<file path="src/rtl/mem_arbiter_if.sv">
// mem_arbiter_if: IF/LS request, response and memory-bridge signals of mem_arbiter
interface mem_arbiter_if #(parameter int ADDR_W = 64, parameter int DATA_W = 64);
  logic              iIfReqValid;
  logic [ADDR_W-1:0] iIfReqAddr;
  logic              oIfReqReady;
  logic              oIfRspValid;
  logic [31:0]       oIfRspData;
  logic              iLsReqValid;
  logic              iLsReqWrEn;
  logic [ADDR_W-1:0] iLsReqAddr;
  logic [DATA_W-1:0] iLsReqData;
  logic [7:0]        iLsReqLen;
  logic              oLsReqReady;
  logic              oLsRspValid;
  logic [DATA_W-1:0] oLsRspData;
  logic              oMemRdEn;
  logic [ADDR_W-1:0] oMemRdAddr;
  logic [7:0]        oMemRdLen;
  logic              oMemWrEn;
  logic [ADDR_W-1:0] oMemWrAddr;
  logic [DATA_W-1:0] oMemWrData;
  logic [7:0]        oMemWrLen;
  logic [DATA_W-1:0] iMemRdData;
  logic              oBusy;
  modport slave (
    input  iIfReqValid, iIfReqAddr, iLsReqValid, iLsReqWrEn, iLsReqAddr, iLsReqData, iLsReqLen, iMemRdData,
    output oIfReqReady, oIfRspValid, oIfRspData, oLsReqReady, oLsRspValid, oLsRspData,
           oMemRdEn, oMemRdAddr, oMemRdLen, oMemWrEn, oMemWrAddr, oMemWrData, oMemWrLen, oBusy
  );
  modport master (
    output iIfReqValid, iIfReqAddr, iLsReqValid, iLsReqWrEn, iLsReqAddr, iLsReqData, iLsReqLen, iMemRdData,
    input  oIfReqReady, oIfRspValid, oIfRspData, oLsReqReady, oLsRspValid, oLsRspData,
           oMemRdEn, oMemRdAddr, oMemRdLen, oMemWrEn, oMemWrAddr, oMemWrData, oMemWrLen, oBusy
  );
endinterface

</file>
<file path="src/rtl/mem_arbiter.sv">
// mem_arbiter: shares one memory port between IF and LS; define MEM_ARB_RR_EN for round-robin grant
module mem_arbiter #(
  parameter int LAT    = 1,
  parameter int ADDR_W = 64,
  parameter int DATA_W = 64
) (
  input logic          iClock,
  input logic          iReset,
  mem_arbiter_if.slave bus
);
  localparam logic [1:0] IDLE = 2'd0, ACCESS = 2'd1, RESP = 2'd2;
  logic [1:0]        r_state;
  logic [3:0]        r_cnt;
  logic              r_is_ls, r_wr, r_first;
  logic [ADDR_W-1:0] r_addr;
  logic [DATA_W-1:0] r_data, r_ls_data;
  logic [7:0]        r_len;
  logic [31:0]       r_if_data;
  logic              w_idle, w_acc, w_rd, w_grant_ls, w_grant_if, w_hs_ls, w_hs_if;
  logic [DATA_W-1:0] w_mask;
`ifdef MEM_ARB_RR_EN
  logic r_last_ls;
  always_ff @(posedge iClock)
    if (iReset) r_last_ls <= 1'b0;
    else if (w_hs_ls | w_hs_if) r_last_ls <= w_hs_ls;
  assign w_grant_ls = bus.iLsReqValid & (~bus.iIfReqValid | ~r_last_ls);
`else
  assign w_grant_ls = bus.iLsReqValid;
`endif
  assign w_grant_if = bus.iIfReqValid & ~w_grant_ls;
  assign w_idle     = (r_state == IDLE) & ~iReset;
  assign w_acc      = r_state == ACCESS;
  assign w_rd       = w_acc & ~r_wr;
  assign w_hs_ls    = w_idle & w_grant_ls;
  assign w_hs_if    = w_idle & w_grant_if;
  assign w_mask     = r_len == 8'd1 ? DATA_W'(8'hFF) :
                      r_len == 8'd2 ? DATA_W'(16'hFFFF) :
                      r_len == 8'd4 ? DATA_W'(32'hFFFF_FFFF) : '1;
  assign bus.oIfReqReady = w_hs_if;
  assign bus.oLsReqReady = w_hs_ls;
  assign bus.oIfRspValid = (r_state == RESP) & ~r_is_ls;
  assign bus.oLsRspValid = (r_state == RESP) & r_is_ls;
  assign bus.oIfRspData  = r_if_data;
  assign bus.oLsRspData  = r_ls_data;
  assign bus.oMemRdEn    = w_rd;
  assign bus.oMemRdAddr  = w_rd ? r_addr : '0;
  assign bus.oMemRdLen   = w_rd ? r_len : '0;
  assign bus.oMemWrEn    = w_acc & r_wr & r_first;
  assign bus.oMemWrAddr  = w_acc & r_wr ? r_addr : '0;
  assign bus.oMemWrData  = w_acc & r_wr ? r_data : '0;
  assign bus.oMemWrLen   = w_acc & r_wr ? r_len : '0;
  assign bus.oBusy       = r_state != IDLE;
  always_ff @(posedge iClock) begin
    if (iReset) begin
      r_state   <= IDLE;
      r_cnt     <= '0;
      r_is_ls   <= 1'b0;
      r_wr      <= 1'b0;
      r_first   <= 1'b0;
      r_addr    <= '0;
      r_data    <= '0;
      r_len     <= '0;
      r_if_data <= '0;
      r_ls_data <= '0;
    end else begin
      case (r_state)
        IDLE: if (w_hs_ls | w_hs_if) begin
          r_state <= ACCESS;
          r_cnt   <= 4'(LAT - 1);
          r_is_ls <= w_hs_ls;
          r_wr    <= w_hs_ls & bus.iLsReqWrEn;
          r_first <= 1'b1;
          r_addr  <= w_hs_ls ? bus.iLsReqAddr : bus.iIfReqAddr;
          r_data  <= w_hs_ls ? bus.iLsReqData : '0;
          r_len   <= w_hs_ls ? bus.iLsReqLen : 8'd4;
        end
        ACCESS: begin
          r_first <= 1'b0;
          r_cnt   <= r_cnt - 4'd1;
          if (r_cnt == 4'd0) begin
            r_state <= RESP;
            if (r_is_ls) r_ls_data <= r_wr ? '0 : bus.iMemRdData & w_mask;
            else r_if_data <= bus.iMemRdData[31:0];
          end
        end
        default: r_state <= IDLE;
      endcase
    end
  end
endmodule

</file>
<file path="src/flat_wrapper.sv">
// flat-port wrapper written by rule: the top's interface ports become plain ports
module mem_arbiter_flat 
#(
  parameter int LAT    = 1,
  parameter int ADDR_W = 64,
  parameter int DATA_W = 64
)
  (iClock, iReset, bus_iIfReqValid, bus_iIfReqAddr, bus_iLsReqValid, bus_iLsReqWrEn, bus_iLsReqAddr, bus_iLsReqData, bus_iLsReqLen, bus_iMemRdData, bus_oIfReqReady, bus_oIfRspValid, bus_oIfRspData, bus_oLsReqReady, bus_oLsRspValid, bus_oLsRspData, bus_oMemRdEn, bus_oMemRdAddr, bus_oMemRdLen, bus_oMemWrEn, bus_oMemWrAddr, bus_oMemWrData, bus_oMemWrLen, bus_oBusy);
  mem_arbiter_if #(.ADDR_W(ADDR_W), .DATA_W(DATA_W)) bus_i ();
  input logic iClock;
  input logic iReset;
  input wire logic [$bits(bus_i.iIfReqValid)-1:0] bus_iIfReqValid;
  input wire logic [$bits(bus_i.iIfReqAddr)-1:0] bus_iIfReqAddr;
  input wire logic [$bits(bus_i.iLsReqValid)-1:0] bus_iLsReqValid;
  input wire logic [$bits(bus_i.iLsReqWrEn)-1:0] bus_iLsReqWrEn;
  input wire logic [$bits(bus_i.iLsReqAddr)-1:0] bus_iLsReqAddr;
  input wire logic [$bits(bus_i.iLsReqData)-1:0] bus_iLsReqData;
  input wire logic [$bits(bus_i.iLsReqLen)-1:0] bus_iLsReqLen;
  input wire logic [$bits(bus_i.iMemRdData)-1:0] bus_iMemRdData;
  output wire logic [$bits(bus_i.oIfReqReady)-1:0] bus_oIfReqReady;
  output wire logic [$bits(bus_i.oIfRspValid)-1:0] bus_oIfRspValid;
  output wire logic [$bits(bus_i.oIfRspData)-1:0] bus_oIfRspData;
  output wire logic [$bits(bus_i.oLsReqReady)-1:0] bus_oLsReqReady;
  output wire logic [$bits(bus_i.oLsRspValid)-1:0] bus_oLsRspValid;
  output wire logic [$bits(bus_i.oLsRspData)-1:0] bus_oLsRspData;
  output wire logic [$bits(bus_i.oMemRdEn)-1:0] bus_oMemRdEn;
  output wire logic [$bits(bus_i.oMemRdAddr)-1:0] bus_oMemRdAddr;
  output wire logic [$bits(bus_i.oMemRdLen)-1:0] bus_oMemRdLen;
  output wire logic [$bits(bus_i.oMemWrEn)-1:0] bus_oMemWrEn;
  output wire logic [$bits(bus_i.oMemWrAddr)-1:0] bus_oMemWrAddr;
  output wire logic [$bits(bus_i.oMemWrData)-1:0] bus_oMemWrData;
  output wire logic [$bits(bus_i.oMemWrLen)-1:0] bus_oMemWrLen;
  output wire logic [$bits(bus_i.oBusy)-1:0] bus_oBusy;
  assign bus_i.iIfReqValid = bus_iIfReqValid;
  assign bus_i.iIfReqAddr = bus_iIfReqAddr;
  assign bus_i.iLsReqValid = bus_iLsReqValid;
  assign bus_i.iLsReqWrEn = bus_iLsReqWrEn;
  assign bus_i.iLsReqAddr = bus_iLsReqAddr;
  assign bus_i.iLsReqData = bus_iLsReqData;
  assign bus_i.iLsReqLen = bus_iLsReqLen;
  assign bus_i.iMemRdData = bus_iMemRdData;
  assign bus_oIfReqReady = bus_i.oIfReqReady;
  assign bus_oIfRspValid = bus_i.oIfRspValid;
  assign bus_oIfRspData = bus_i.oIfRspData;
  assign bus_oLsReqReady = bus_i.oLsReqReady;
  assign bus_oLsRspValid = bus_i.oLsRspValid;
  assign bus_oLsRspData = bus_i.oLsRspData;
  assign bus_oMemRdEn = bus_i.oMemRdEn;
  assign bus_oMemRdAddr = bus_i.oMemRdAddr;
  assign bus_oMemRdLen = bus_i.oMemRdLen;
  assign bus_oMemWrEn = bus_i.oMemWrEn;
  assign bus_oMemWrAddr = bus_i.oMemWrAddr;
  assign bus_oMemWrData = bus_i.oMemWrData;
  assign bus_oMemWrLen = bus_i.oMemWrLen;
  assign bus_oBusy = bus_i.oBusy;
  mem_arbiter #(.LAT(LAT), .ADDR_W(ADDR_W), .DATA_W(DATA_W)) u_core (.iClock(iClock), .iReset(iReset), .bus(bus_i));
endmodule
</file>
<file path="config.mk">
export PLATFORM = sky130hd
export DESIGN_NAME = mem_arbiter_flat
export DESIGN_NICKNAME = d
export VERILOG_FILES = /design/src/rtl/mem_arbiter_if.sv /design/src/rtl/mem_arbiter.sv /design/src/flat_wrapper.sv
export SDC_FILE = /design/constraint.sdc
export NUM_CORES = 1
export LEC_CHECK = 0
export ABC_AREA = 1
export ABC_CLOCK_PERIOD_IN_PS = 1900
export CORE_AREA = 2 2 227 229
export DETAILED_ROUTE_END_ITERATION = 10
export DIE_AREA = 0 0 229 231
export PLACE_DENSITY = 0.51
export REMOVE_ABC_BUFFERS = 1
export SLEW_MARGIN = 25
export SYNTH_ARGS = -nofsm -noshare
export SYNTH_HDL_FRONTEND = slang
export SYNTH_SLANG_ARGS = --single-unit
</file>
<file path="constraint.sdc">
create_clock -name iClock -period 1.9 [get_ports iClock]
set_input_delay 0.285 -clock iClock [delete_from_list [all_inputs] [get_ports iClock]]
set_output_delay 0.285 -clock iClock [all_outputs]
set_load 0.02 [all_outputs]
</file>
==> flow_summary.toml <==
[global_route]
antenna_found_initial = 2
grt_usage = 0.1805
grt_overflow_total = 0
grt_max_degree = 140
grt_pass1_vias = 12370
grt_first_pass_wirelength_um = 75620

[die]
start_util = 0.2151
die_area_mm2 = 0.05290
die_x_um = 229
rows = 83
die_h_um = 231
core-area_mm2 = 0.05068
io_pins = 580

[critical_path]
r2r_slack_ns = -0.01
required_ns = 1.62
r2r_cells = 10
critPathCaptureType = "output pin"
r2r_start = "u_core.r_state[0]$_SDFFE_PP0P_"
crit_fanout = 21
reg2reg_to = "u_core.r_addr[5]$_SDFFE_PP0P_"
worst-setup-path-type = "reg2out"
cp.arrival_ns = 1.84
worstSetupStartpointType = "register"

[place]
portBuffers = 579
dp_hpwl_um = 35780
dp_cells = 2846
gp_congestion = 0.9123

[cts]
cts.sinks = 241
htree_levels = 1
cts_tree = "done"
clk_pin_slew_ns = 0.06
numCtsBuffers = 31
clockRootBuffer = "clkbuf_16"
clk_path_buf_depth = 3
clkLatencyLatePin_ns = 0.57

[sta]
setup_violations = 211
period_minus_slack_ns = 2.126
hold_slack_ns = 0.2164
fin_skew_ns = 0.02062
maxSlewHeadroom = 0.5298
fin_crit_sh = 1.119
hold_viol = 0
timing.final.ws_setup_ns = -0.2257
worst_slew_pin_slew_ns = 0.7053
rsz0062_at_grt = "yes"
setup_tns_ns = -27.47
finalMaxSlewViolations = 0
max_freq_mhz = 470.4

[logic_synthesis]
synth-edff-count = 0
yosysWarnings = 0
synth_area_leaders = "dfxtp_1 44%, nor2_1 13%, nand2_1 10%"
synth_most_common_cell = "nor2_1"
yosys.area.top_type = "dfxtp_1"
synth_ff_type = "dfxtp_1"
synth_seq_cells = 241
ys_seq_area_frac = 0.4427
synth_area_per_cell_um2 = 6.626
yosys-top-cells-count = "372 x nor2_1, 303 x nand2_1, 241 x dfxtp_1"
synth_cell_types = 26
synth_top_cell_area_share = 0.4427
async_flop_share = 0
mappedNetlistArea_mm2 = 0.01090
synthCells = 1645

[pwr]
total_leakage_power_nw = 7.627
p_int_mw = 13.58
ir_worst_vdd_uv = 630.7
p_sw_frac = 0.3890
p_seq_frac = 0.301
p_clk_frac = 0.269
p_switching_mw = 8.644
p_comb_frac = 0.430
power_density_mw_per_mm2 = 1133

[job]
drv_cap = 0

[finish]
fill_cells = 5401
fin_nets = 2494
final_cells = 2929
multi_input_area_mm2 = 0.005385
area_growth_pct = 79.96
regArea_mm2 = 0.004831
layout-drive-gt1-share = 0.2220
final_util = 0.3870

[route]
wl_per_cell_um = 17.89
wirelength_um = 52400
via_per_inst = 4.392
drt-pass1-iter-count = 5
drc_errors = 0
ant_nets = 0
drt_iter0_markers = 694
via_count = 12870

[worst_hold_path]
hold-path-endpoint = "u_core.r_cnt[3]$_SDFFE_PP0P_"
min_path_type = "in2reg"
hp-start = "iReset"
hold_depth = 5

[run_status]
status = "finished with violations"
violations = "setup timing"
[through the flow]
stage	power, mW	area (um^2)	setup slack (ns)
after floorplan	10.63	10260	-2.397
after CTS	21.67	18750	-0.2883
after global routing	23.49	19610	-0.2881
after detailed placement	15.09	17680	-0.1691
after global placement	15.01	17680	-0.1738
final	22.22	19610	-0.2257
[per-layer routing]
layer,GRT usage,wire length (um),share of wire
met1,0.2184,21230,0.41
met2,0.3218,26330,0.50
met3,0.03891,3708,0.071
met4,0.04911,1118,0.021
met5,0,13,0.00025
[cells by family (layout without fill, tap and decap cells)]
kind of cell	count (synthesis)	in the layout	synth area share
simple gates	738	738	0.2689
other cells	0	1	0
buf+inv	317	920	0.1260
compound gates	347	347	0.1601
fa+ha+maj	2	2	0.002296
flops	241	241	0.4427
[layout by cell type (no fill, tap or decap), types with 18 or more instances in the layout]
cell type        instances
nor2_4                  66
nand2_1                302
dfxtp_1                238
nor2_2                  59
buf_12                  23
buf_4                  166
o21ai_0                161
clkbuf_16               35
clkdlybuf4s50_1        363
nor2_1                 250
inv_1                  187
buf_6                  106
a21oi_1                181
nand3_1                 18
nand4_1                 32
[flip-flops by register name, summed over array words and instances (netlist names)]
name and flops:
u_core.r_addr 64, u_core.r_wr 1, u_core.r_len 8, u_core.r_is_ls 1
u_core.r_data 64, u_core.bus.oLsRspData 64, u_core.bus.oIfRspData 32, u_core.r_first 1
u_core.r_state 2, u_core.r_cnt 4
[cell type report]
cell class	count	share of cell area
diodes	1	0.0001276
clock buffers	47	0.04670
clock inverters	11	0.006124
inverters	194	0.03776
multi-input cells	1087	0.2746
flip-flops and latches	241	0.2463
well taps	680	0.04338
repair buffers	668	0.3450
[how the worst max path moves through the flow]
stage | from | endpoint | slack, ns | cells after the start
floorplan | iReset | u_core.r_addr[63]$_SDFFE_PP0P_ | -2.40 | 5
global placement | u_core.r_state[1]$_SDFFE_PP0P_ | bus_oMemWrAddr[39] | -0.17 | 8
detailed placement | u_core.r_state[1]$_SDFFE_PP0P_ | bus_oMemWrAddr[39] | -0.17 | 8
CTS | u_core.r_state[1]$_SDFFE_PP0P_ | bus_oMemWrAddr[54] | -0.29 | 8
global route | u_core.r_state[1]$_SDFFE_PP0P_ | bus_oMemWrAddr[50] | -0.29 | 8
finish | u_core.r_state[1]$_SDFFE_PP0P_ | bus_oMemWrAddr[39] | -0.23 | 8
[timing repair]
action	4_1_cts	5_1_grt
cloned	3	5
gates resized for setup	973	402
setup endpoints to repair	216	256
setup buffers	5	13
pin swaps	1	5
hold buffers	0	0
[worst max-delay path, stage by stage, from the launching register on]
cell     delay, ns
dfxtp_2       0.33
inv_2         0.07
nand2_4       0.07
inv_4         0.08
nand2_8       0.06
buf_12        0.16
buf_12        0.16
nor2_2        0.14
buf_6         0.15
[power by group through the flow]
| stage | sequential, mW | combinational (mW) | clock, mW |
|---|---|---|---|
| finish | 6.68 | 9.56 | 5.99 |
| global route | 6.80 | 10.3 | 6.38 |
| CTS | 6.66 | 8.85 | 6.17 |
| detailed placement | 6.74 | 8.34 | 0 |
| global placement | 6.70 | 8.31 | 0 |
| floorplan | 7.25 | 3.38 | 0 |
(Power assumes the default switching activity.)
